**src/rtl/rob_buffer_pkg.sv**
```systemverilog
// Shared widths and sizing defaults for the reorder buffer and its lookup search.
package rob_buffer_pkg;

  localparam int unsigned ROB_ENTRIES  = 8;
  localparam int unsigned ROB_TICKET_W = 3;
  localparam int unsigned ROB_DATA_W   = 16;
  localparam int unsigned ROB_REG_W    = 3;
  localparam int unsigned ROB_PC_W     = 16;

endpackage

```
**src/rtl/rob_lookup.sv**
```systemverilog
// Youngest-producer search: walks backwards from tail and reports the first
// valid, register-writing entry whose destination matches addr.
module rob_lookup
  import rob_buffer_pkg::*;
#(
  parameter int unsigned ENTRIES  = ROB_ENTRIES,
  parameter int unsigned TICKET_W = ROB_TICKET_W,
  parameter int unsigned DATA_W   = ROB_DATA_W,
  parameter int unsigned REG_W    = ROB_REG_W
) (
  input  logic [ENTRIES-1:0]             valid,
  input  logic [ENTRIES-1:0]             we,
  input  logic [ENTRIES-1:0]             done,
  input  logic [ENTRIES-1:0][REG_W-1:0]  dest,
  input  logic [ENTRIES-1:0][DATA_W-1:0] data,
  input  logic [TICKET_W-1:0]            tail,
  input  logic [REG_W-1:0]               addr,
  output logic                           pending,
  output logic [TICKET_W-1:0]            ticket,
  output logic                           ready,
  output logic [DATA_W-1:0]              result
);

  logic [TICKET_W-1:0] idx;

  // Offsets 1..ENTRIES below tail visit entries youngest-first in wrap order.
  always_comb begin
    pending = 1'b0;
    ticket  = '0;
    ready   = 1'b0;
    result  = '0;
    idx     = '0;
    for (int unsigned k = 1; k <= ENTRIES; k++) begin
      idx = tail - TICKET_W'(k);
      if (!pending && valid[idx] && we[idx] && (dest[idx] == addr)) begin
        pending = 1'b1;
        ticket  = idx;
        ready   = done[idx];
        result  = done[idx] ? data[idx] : '0;
      end
    end
  end

endmodule

```
**src/rtl/rob_buffer.sv**
```systemverilog
// In-order reorder buffer: ticket allocation at decode, two out-of-order
// writeback ports, single in-order commit per cycle, and operand lookups.
module rob_buffer
  import rob_buffer_pkg::*;
#(
  parameter int unsigned ENTRIES  = ROB_ENTRIES,
  parameter int unsigned TICKET_W = ROB_TICKET_W,
  parameter int unsigned DATA_W   = ROB_DATA_W,
  parameter int unsigned REG_W    = ROB_REG_W,
  parameter int unsigned PC_W     = ROB_PC_W
) (
  input  logic                clk,
  input  logic                reset,
  input  logic                flush,
  input  logic                alloc_valid,
  input  logic [REG_W-1:0]    alloc_dest,
  input  logic                alloc_we,
  input  logic [PC_W-1:0]     alloc_pc,
  output logic                alloc_ready,
  output logic [TICKET_W-1:0] tail_rob,
  input  logic                wb0_valid,
  input  logic [TICKET_W-1:0] wb0_ticket,
  input  logic [DATA_W-1:0]   wb0_data,
  input  logic                wb1_valid,
  input  logic [TICKET_W-1:0] wb1_ticket,
  input  logic [DATA_W-1:0]   wb1_data,
  input  logic [REG_W-1:0]    opa_addr,
  input  logic [REG_W-1:0]    opb_addr,
  output logic                opa_pending,
  output logic [TICKET_W-1:0] opa_ticket,
  output logic                opa_ready,
  output logic [DATA_W-1:0]   opa_data,
  output logic                opb_pending,
  output logic [TICKET_W-1:0] opb_ticket,
  output logic                opb_ready,
  output logic [DATA_W-1:0]   opb_data,
  output logic                commit_valid,
  output logic                commit_we,
  output logic [REG_W-1:0]    commit_dest,
  output logic [DATA_W-1:0]   commit_data,
  output logic [PC_W-1:0]     commit_pc,
  output logic [TICKET_W-1:0] commit_ticket
);

  localparam logic [TICKET_W:0]   FULL_COUNT = (TICKET_W+1)'(ENTRIES);
  localparam logic [TICKET_W:0]   COUNT_ONE  = (TICKET_W+1)'(1);
  localparam logic [TICKET_W-1:0] PTR_ONE    = TICKET_W'(1);

  logic [ENTRIES-1:0]             valid;
  logic [ENTRIES-1:0]             done;
  logic [ENTRIES-1:0]             we;
  logic [ENTRIES-1:0][REG_W-1:0]  dest;
  logic [ENTRIES-1:0][PC_W-1:0]   pc;
  logic [ENTRIES-1:0][DATA_W-1:0] data;
  logic [TICKET_W-1:0]            head;
  logic [TICKET_W-1:0]            tail;
  logic [TICKET_W:0]              count;

  logic alloc_fire;
  logic wb0_hit;
  logic wb1_hit;

  assign alloc_ready  = (count != FULL_COUNT);
  assign alloc_fire   = alloc_valid & alloc_ready & ~flush;
  assign tail_rob     = tail;

  assign wb0_hit = wb0_valid & valid[wb0_ticket] & ~done[wb0_ticket];
  assign wb1_hit = wb1_valid & valid[wb1_ticket] & ~done[wb1_ticket];

  assign commit_valid  = valid[head] & done[head] & ~flush;
  assign commit_we     = we[head];
  assign commit_dest   = dest[head];
  assign commit_data   = data[head];
  assign commit_pc     = pc[head];
  assign commit_ticket = head;

  // A writeback can only target tail when the buffer is full, which blocks
  // allocation, so the wb and alloc writes below never collide on one entry.
  always_ff @(posedge clk or posedge reset) begin
    if (reset) begin
      valid <= '0;
      done  <= '0;
      we    <= '0;
      dest  <= '0;
      pc    <= '0;
      data  <= '0;
      head  <= '0;
      tail  <= '0;
      count <= '0;
    end else if (flush) begin
      valid <= '0;
      done  <= '0;
      head  <= '0;
      tail  <= '0;
      count <= '0;
    end else begin
      if (wb0_hit) begin
        done[wb0_ticket] <= 1'b1;
        data[wb0_ticket] <= wb0_data;
      end
      if (wb1_hit) begin
        done[wb1_ticket] <= 1'b1;
        data[wb1_ticket] <= wb1_data;
      end
      if (commit_valid) begin
        valid[head] <= 1'b0;
        head        <= head + PTR_ONE;
      end
      if (alloc_fire) begin
        valid[tail] <= 1'b1;
        done[tail]  <= 1'b0;
        we[tail]    <= alloc_we;
        dest[tail]  <= alloc_dest;
        pc[tail]    <= alloc_pc;
        data[tail]  <= '0;
        tail        <= tail + PTR_ONE;
      end
      case ({alloc_fire, commit_valid})
        2'b10:   count <= count + COUNT_ONE;
        2'b01:   count <= count - COUNT_ONE;
        default: count <= count;
      endcase
    end
  end

  rob_lookup #(
    .ENTRIES (ENTRIES),
    .TICKET_W(TICKET_W),
    .DATA_W  (DATA_W),
    .REG_W   (REG_W)
  ) u_lookup_a (
    .valid  (valid),
    .we     (we),
    .done   (done),
    .dest   (dest),
    .data   (data),
    .tail   (tail),
    .addr   (opa_addr),
    .pending(opa_pending),
    .ticket (opa_ticket),
    .ready  (opa_ready),
    .result (opa_data)
  );

  rob_lookup #(
    .ENTRIES (ENTRIES),
    .TICKET_W(TICKET_W),
    .DATA_W  (DATA_W),
    .REG_W   (REG_W)
  ) u_lookup_b (
    .valid  (valid),
    .we     (we),
    .done   (done),
    .dest   (dest),
    .data   (data),
    .tail   (tail),
    .addr   (opb_addr),
    .pending(opb_pending),
    .ticket (opb_ticket),
    .ready  (opb_ready),
    .result (opb_data)
  );

endmodule

```
**config.mk**
```make
export PLATFORM = sky130hd
export DESIGN_NAME = rob_buffer
export DESIGN_NICKNAME = d
export VERILOG_FILES = /design/src/rtl/rob_buffer_pkg.sv /design/src/rtl/rob_lookup.sv /design/src/rtl/rob_buffer.sv
export SDC_FILE = /design/constraint.sdc
export NUM_CORES = 1
export LEC_CHECK = 0
export ABC_AREA = 1
export ABC_CLOCK_PERIOD_IN_PS = 11500
export BUFFER_PORTS_ARGS = -buffer_cell sky130_fd_sc_hd__buf_2
export CORE_MARGIN = 2
export CORE_UTILIZATION = 48
export DETAILED_ROUTE_END_ITERATION = 7
export PLACE_DENSITY = 0.65
export SYNTH_ARGS = -nofsm -noshare
export SYNTH_HDL_FRONTEND = slang
export SYNTH_SLANG_ARGS = --single-unit
```
**constraint.sdc**
```tcl
create_clock -name clk -period 11.5 [get_ports clk]
set_clock_uncertainty 0.1 [all_clocks]
set_input_delay 0 -clock clk [delete_from_list [all_inputs] [get_ports clk]]
set_output_delay 0 -clock clk [all_outputs]
set_load 0.005 [all_outputs]
```
=== Word level (Yosys, flattened, before mapping) ===
Cells that the tools add are included.
W data, S select, Z words.

* Bits in registers: 314

* Add/subtract/negate cells: 11
* $lt $le $gt $ge: 15
* Equal/unequal tests: 19
* Muxes and demuxes: 214
* Bitwise gates (word level): 20
* Reductions and logical operators: 67

{| class="wikitable"
|+ Operators by type and width
! kind !! count
|-
| $mux W128 || 5
|-
| $mux W16 || 37
|-
| $bmux W16 S3 || 10
|-
| $bwmux W128 || 3
|-
| $demux W16 S3 || 3
|-
| $and A128 B128 Y128 || 1
|-
| $not A128 Y128 || 1
|-
| $bmux W1 S3 || 31
|-
| $mux W3 || 30
|-
| $bmux W3 S3 || 9
|-
| $mux W8 || 10
|-
| $mux W1 || 67
|-
| $logic_and A1 B1 Y1 || 49
|-
| $eq A3 B3 Y1 || 16
|-
| $lt A3 B4 Y1 const B || 11
|-
| $bwmux W24 || 1
|-
| $or A8 B8 Y8 || 3
|-
| $and A8 B8 Y8 || 2
|-
| $not A8 Y8 || 2
|-
| $logic_not A1 Y1 || 14
|-
| $demux W1 S3 || 4
|-
| $ge A3 B1 Y1 const B || 4
|-
| $sub A3 B3 Y3 const B || 4
|-
| $demux W3 S3 || 1
|-
| 16 further kinds || 28
|}

=== Longest topological paths before layout ===
* Word-level depth: 41
* Gate-level depth with buffers: 25

=== Modules after synthesis ===
A second synthesis with hierarchy kept.

* Cell total of the unflattened synthesis: 6,733
* Area, all modules: 37,653.6 um^2

{| class="wikitable"
|+ By module, submodules not included
! module !! times used !! cells each !! area an instance (um^2)
|-
| rob_buffer || 1 || 2,981 || 20,559.7
|-
| rob_lookup || 2 || 1,876 || 8,546.9
|}

=== Worst setup path after synthesis ===
Ideal clock, no wire load.

* Kind: register -> output
* Start point: register tail[2] (netlist: tail_rob[2])
* End point: output port opa_data[10]
* Arrival time: 3.298 ns
* Required time: 11.400 ns
* Setup slack: 8.102 ns
* Stages on the path, launching flop included: 16
* Path buffers: 7
* Cell sequence: dfrtp_1 -> buf_6 -> inv_2 -> buf_2 -> buf_1 -> buf_1 -> ha_1 -> inv_1 -> buf_2 -> buf_1 -> clkbuf_1 -> nor2_1 -> o21ai_0 -> nor2_1 -> nor2_1 -> nand3_1

* Word-level cells in the longest chain between the ends: 41
* Elaborated cells between the ends (all ways): 148
* Classes of those cells: add/sub: 7; eq/ne: 8; mux: 103; reduce/logical: 30

{| class="wikitable"
|+ RTL lines
! item !! line !! RTL
|-
| start: declaration || rob_buffer.sv:56 || <nowiki>logic [TICKET_W-1:0] tail;</nowiki>
|-
| start signal: assignment || rob_buffer.sv:116 || <nowiki>tail <= tail + PTR_ONE;</nowiki>
|-
| $sub A3 B1 Y3 || rob_lookup.sv:34 || <nowiki>idx = tail - TICKET_W'(k);</nowiki>
|-
| $bmux W3 S3 or $bmux W1 S3 (tied branches) || rob_lookup.sv:35 || <nowiki>if (!pending && valid[idx] && we[idx] && (dest[idx] == addr)) begin</nowiki>
|-
| $mux W3 (not written as such) or $mux W1 (tied branches) || rob_lookup.sv:35 ||
|-
| $eq A3 B3 Y1 or $logic_and A1 B1 Y1 (tied branches) || rob_lookup.sv:35 ||
|-
| $logic_and A1 B1 Y1 || rob_lookup.sv:35 ||
|-
| $mux W1 || rob_lookup.sv:35 ||
|-
| $logic_not A1 Y1 || rob_lookup.sv:35 ||
|-
| $logic_and A1 B1 Y1 (3 in series) || rob_lookup.sv:35 ||
|-
| [17 not listed] || n/a ||
|-
| $logic_and A1 B1 Y1 (3 in series) || rob_lookup.sv:35 ||
|-
| $mux W1 || rob_lookup.sv:35 ||
|-
| $logic_not A1 Y1 || rob_lookup.sv:35 ||
|-
| $logic_and A1 B1 Y1 (3 in series) || rob_lookup.sv:35 ||
|-
| $mux W1 || rob_lookup.sv:35 ||
|-
| $logic_not A1 Y1 || rob_lookup.sv:35 ||
|-
| $logic_and A1 B1 Y1 (3 in series) || rob_lookup.sv:35 ||
|-
| $mux W16 (*) || rob_lookup.sv:35 ||
|-
| end: declaration || rob_buffer.sv:32 || <nowiki>output logic [DATA_W-1:0] opa_data,</nowiki>
|}

Every way passes the cells marked *; elsewhere a longest branch is shown, timed or not. The select of a mux whose other input is x is not followed.

=== Final worst setup path ===
* Start point: register tail[0] (netlist: tail_rob[0])
* End point: output port opa_data[1]

The elaborated chain is that of the path after synthesis.

==> results_dict.tcl <==
set metrics [dict create \
    setup_viol 0 \
    die_h_um 246 \
    clkTransAtPathRegs_ns 0.06 \
    drtAntennaViolNets 0 \
    clock-sinks 314 \
    overflow 0 \
    num_io_pins 156 \
    synth_top_family_by_area "simple AND/OR/NAND/NOR gates" \
    outcome "completed" \
    clk-insertion-delay-late_ns 0.54 \
    grt_usage 0.345 \
    avgSynthCellArea_um2 5.75 \
    yosys.area_share.simple 0.399 \
    comb_power_share 0.318 \
    r2r-start "tail_rob[0]$_DFFE_PP0P_" \
    synthAdderAreaFrac 0.00472 \
    dr.pass1.iters 8 \
    slew_violations 0 \
    finalCritPeriodShare 0.623 \
    power_density_nw_per_um2 126 \
    grt_pass1_wl_um 165000 \
    dp_hpwl_um 74900 \
    drive_gt1_frac 0.0703 \
    tightestPinTransition_ns 1.19 \
    cp-start-kind "flip-flop" \
    cp.depth 18 \
    cts_buffer_depth 3 \
    end_kind "output port" \
    wl_per_cell_um 18.8 \
    drt_wl_total_um 106000 \
    synth_xor_area_frac 0.00427 \
    yosys_warnings 0 \
    cts_resized 0 \
    num_rows 88 \
    power.leakage_nw 16.2 \
    portBuffers 155 \
    area_growth_syn_to_layout_pct 9.43 \
    path_max_fanout 126 \
    layout_min_cycle_time_ns 7.16 \
    vias 32100 \
    required_ns 11.40 \
    drt_iter0_drc 4304 \
    rrSetupSlack_ns 7.53 \
    worst-path-buf-inv 4 \
    ir_drop_mv 0.122 \
    hp-class "in2reg" \
    hold_violations 0 \
    ys.flop_type "dfrtp_1" \
    finalPower_mw 3.87 \
    r2r_cells 9 \
    htreeDepth 2 \
    arrival_ns 7.06 \
    seqPwrFrac 0.378 \
    finalNetCount 4950 \
    slew_headroom 0.203 \
    synth.distinct_cells 50 \
    initial_utilization 0.486 \
    rsz0062_at_grt "no" \
    viasPerCell 5.67 \
    synth.top_cell.area_share 0.280 \
    core-area_um2 57800 \
    worstPathCellList "inv_6, ha_4, inv_2, buf_4, nand3_1, nand3_1, nand2_1, nand2_1, nand2_1, nor2_1, nand2_2, nand2_2, nor2_4, nand4_1, nor2_1, nor2_1, nand3_1, buf_2" \
    startpoint "tail_rob[0]$_DFFE_PP0P_" \
    p_switching_mw 1.52 \
    p_int_mw 2.35 \
    synth_mux_area_frac 0.00712 \
    yosysSeqAreaShare 0.280 \
    yosys-top-cells-area "dfrtp_1 (28%), nand2_1 (24%), o21ai_0 (13%)" \
    drv_cap 0 \
    syn_inst 4885 \
    fin_setup_tns_ns 0 \
    drc_errors 0 \
    cts-buffers-inserted 37 \
    syn_area_um2 28100 \
    dieArea_um2 60500 \
    synth_edf_count 0 \
    first_global_vias 27900 \
    ys_ff_latch 314 \
    crit_type "reg2out" \
    clockRootBuffer "clkbuf_16" \
    yosysTopAreaCell "dfrtp_1" \
    grt_start_max_net_pins 169 \
    p_clk_frac 0.303 \
    cp-endpoint "opa_data[1]" \
    antenna_found_initial 5 \
    synth_compound_area_frac 0.186 \
    die_w_um 246 \
    gp_congestion 0.966 \
    critPathSlowestCell "nand4_1" \
    cts_tree "built" \
    synthArstFlopShare 1.00 \
    r2r_end "data[63]$_DFFE_PP0N_" \
    max_stage_delay_ns 1.04 \
    critical-path-top-delay-family "simple AND/OR/NAND/NOR gates" \
    switching_share 0.392 \
    syn-num-nets 4965 \
    max_freq_ghz 0.140 \
]
-- repair_timing --
item                       in CTS  in global routing
buffers inserted                0                  0
hold buffers                   70                  0
hold endpoints to repair      374                  0
setup endpoints to repair       0                  0
-- synth_stat cells (all sizes together), types with 2 or more instances --
library cell / instances
nand2: 1819
o21ai: 750
inv: 469
nor2: 426
nand3: 380
dfrtp: 314
buf: 173
clkbuf: 155
nand4: 89
a21oi: 64
o211ai: 56
o21a: 45
o2111ai: 26
clkinv: 21
mux2i: 20
o22ai: 14
nor3: 12
or4: 12
xor2: 10
ha: 9
or2: 4
and2: 3
a221oi: 2
nor4: 2
xnor2: 2
-- cell usage in the layout, fill, tap and decap left out, drive strengths merged --
cell,instances
bufinv,1
a211oi,1
a22oi,1
nand4,89
o2111ai,26
nand3,380
dfrtp,314
nor4,2
dlygate4sd3,70
xor2,10
ha,9
o21ai,750
mux2i,20
a221oi,2
diode,3
a31oi,1
a21boi,1
clkbuf,53
o211ai,56
fa,1
o21bai,1
nor3,12
nor2,426
and2,3
or4,12
nand2,1819
xnor2,2
a21oi,64
inv,470
o21a,45
buf,204
o22ai,14
o221ai,1
or2,4
clkinv,30
o31ai,1
-- cell type report --
type	count	area [um2]
fill	6079	27000
multi-input combinational	3753	17000
sequential	314	7870
timing repair buffer	274	1860
inverter	490	1850
clock buffer	53	1090
tap	765	957
clock inverter	11	114
antenna	3	7.51
-- worst min-delay path by stage --
stage,to,cells past startpoint,slack [ns],from
after floorplan,dest[11]$_DFFE_PP0P_,2,0.02,alloc_dest[2]
after global placement,pc[97]$_DFFE_PP0P_,2,0.03,reset
after detailed placement,pc[17]$_DFFE_PP0P_,2,0.03,reset
after CTS,data[31]$_DFFE_PP0N_,7,0.009,wb1_data[15]
after global routing,data[31]$_DFFE_PP0N_,7,0.06,wb1_data[15]
final,data[31]$_DFFE_PP0N_,7,0.06,wb1_data[15]
-- routing by layer --
| metal | track usage | wire length (um) |
|---|---|---|
| met5 | 0 | 0 |
| met4 | 0.0781 | 1910 |
| met3 | 0.0686 | 12200 |
| met2 | 0.495 | 43400 |
| met1 | 0.528 | 48700 |
-- worst reg2reg max path, delay by kind of cell (launching register included) --
kind / cells / cell delay, ns
AND/OR/NAND/NOR: 5 / 1.23
buffers and inverters: 4 / 1.88
flip-flops: 1 / 0.70
-- state kept, by name, indices dropped and copies added (netlist names) --
register	flops
tail_rob	3
done	8
dest	24
data	128
pc	128
we	8
count	4
valid	8
commit_ticket	3
-- power groups by stage --
stage	clock network, mW	logic [mW]	registers (mW)
final	1.17	1.23	1.46
after floorplan	0	0.874	1.40
after global routing	1.23	1.39	1.48
after global placement	0	1.16	1.47
after detailed placement	0	1.17	1.47
after CTS	1.19	1.20	1.45
-- through the flow --
stage                     instance area (um2)  hold WS (ns)   util  setup slack, ns  std cells
after global placement                  28900        0.0314  0.499             5.10       5526
after detailed placement                28900        0.0332  0.499             5.09       5526
after floorplan                         28100        0.0210      -             2.71       4885
final                                   30800        0.0604  0.532             4.34       5663
after CTS                               30800       0.00885  0.532             4.52       5660
after global routing                    30800        0.0633  0.532             3.77       5661
-- logic make-up (layout without fill, tap and decap cells) --
group	count (synthesis)	in the layout
flip-flops	314	314
adder cells (fa/ha/maj)	10	10
AND/OR/NAND/NOR	2747	2747
XOR/XNOR	12	12
multiplexers	20	20
other	0	3
buffers and inverters	818	828
AO/OA/AOI/OAI	964	964
No activity file was read; power rests on OpenSTA's default activity.
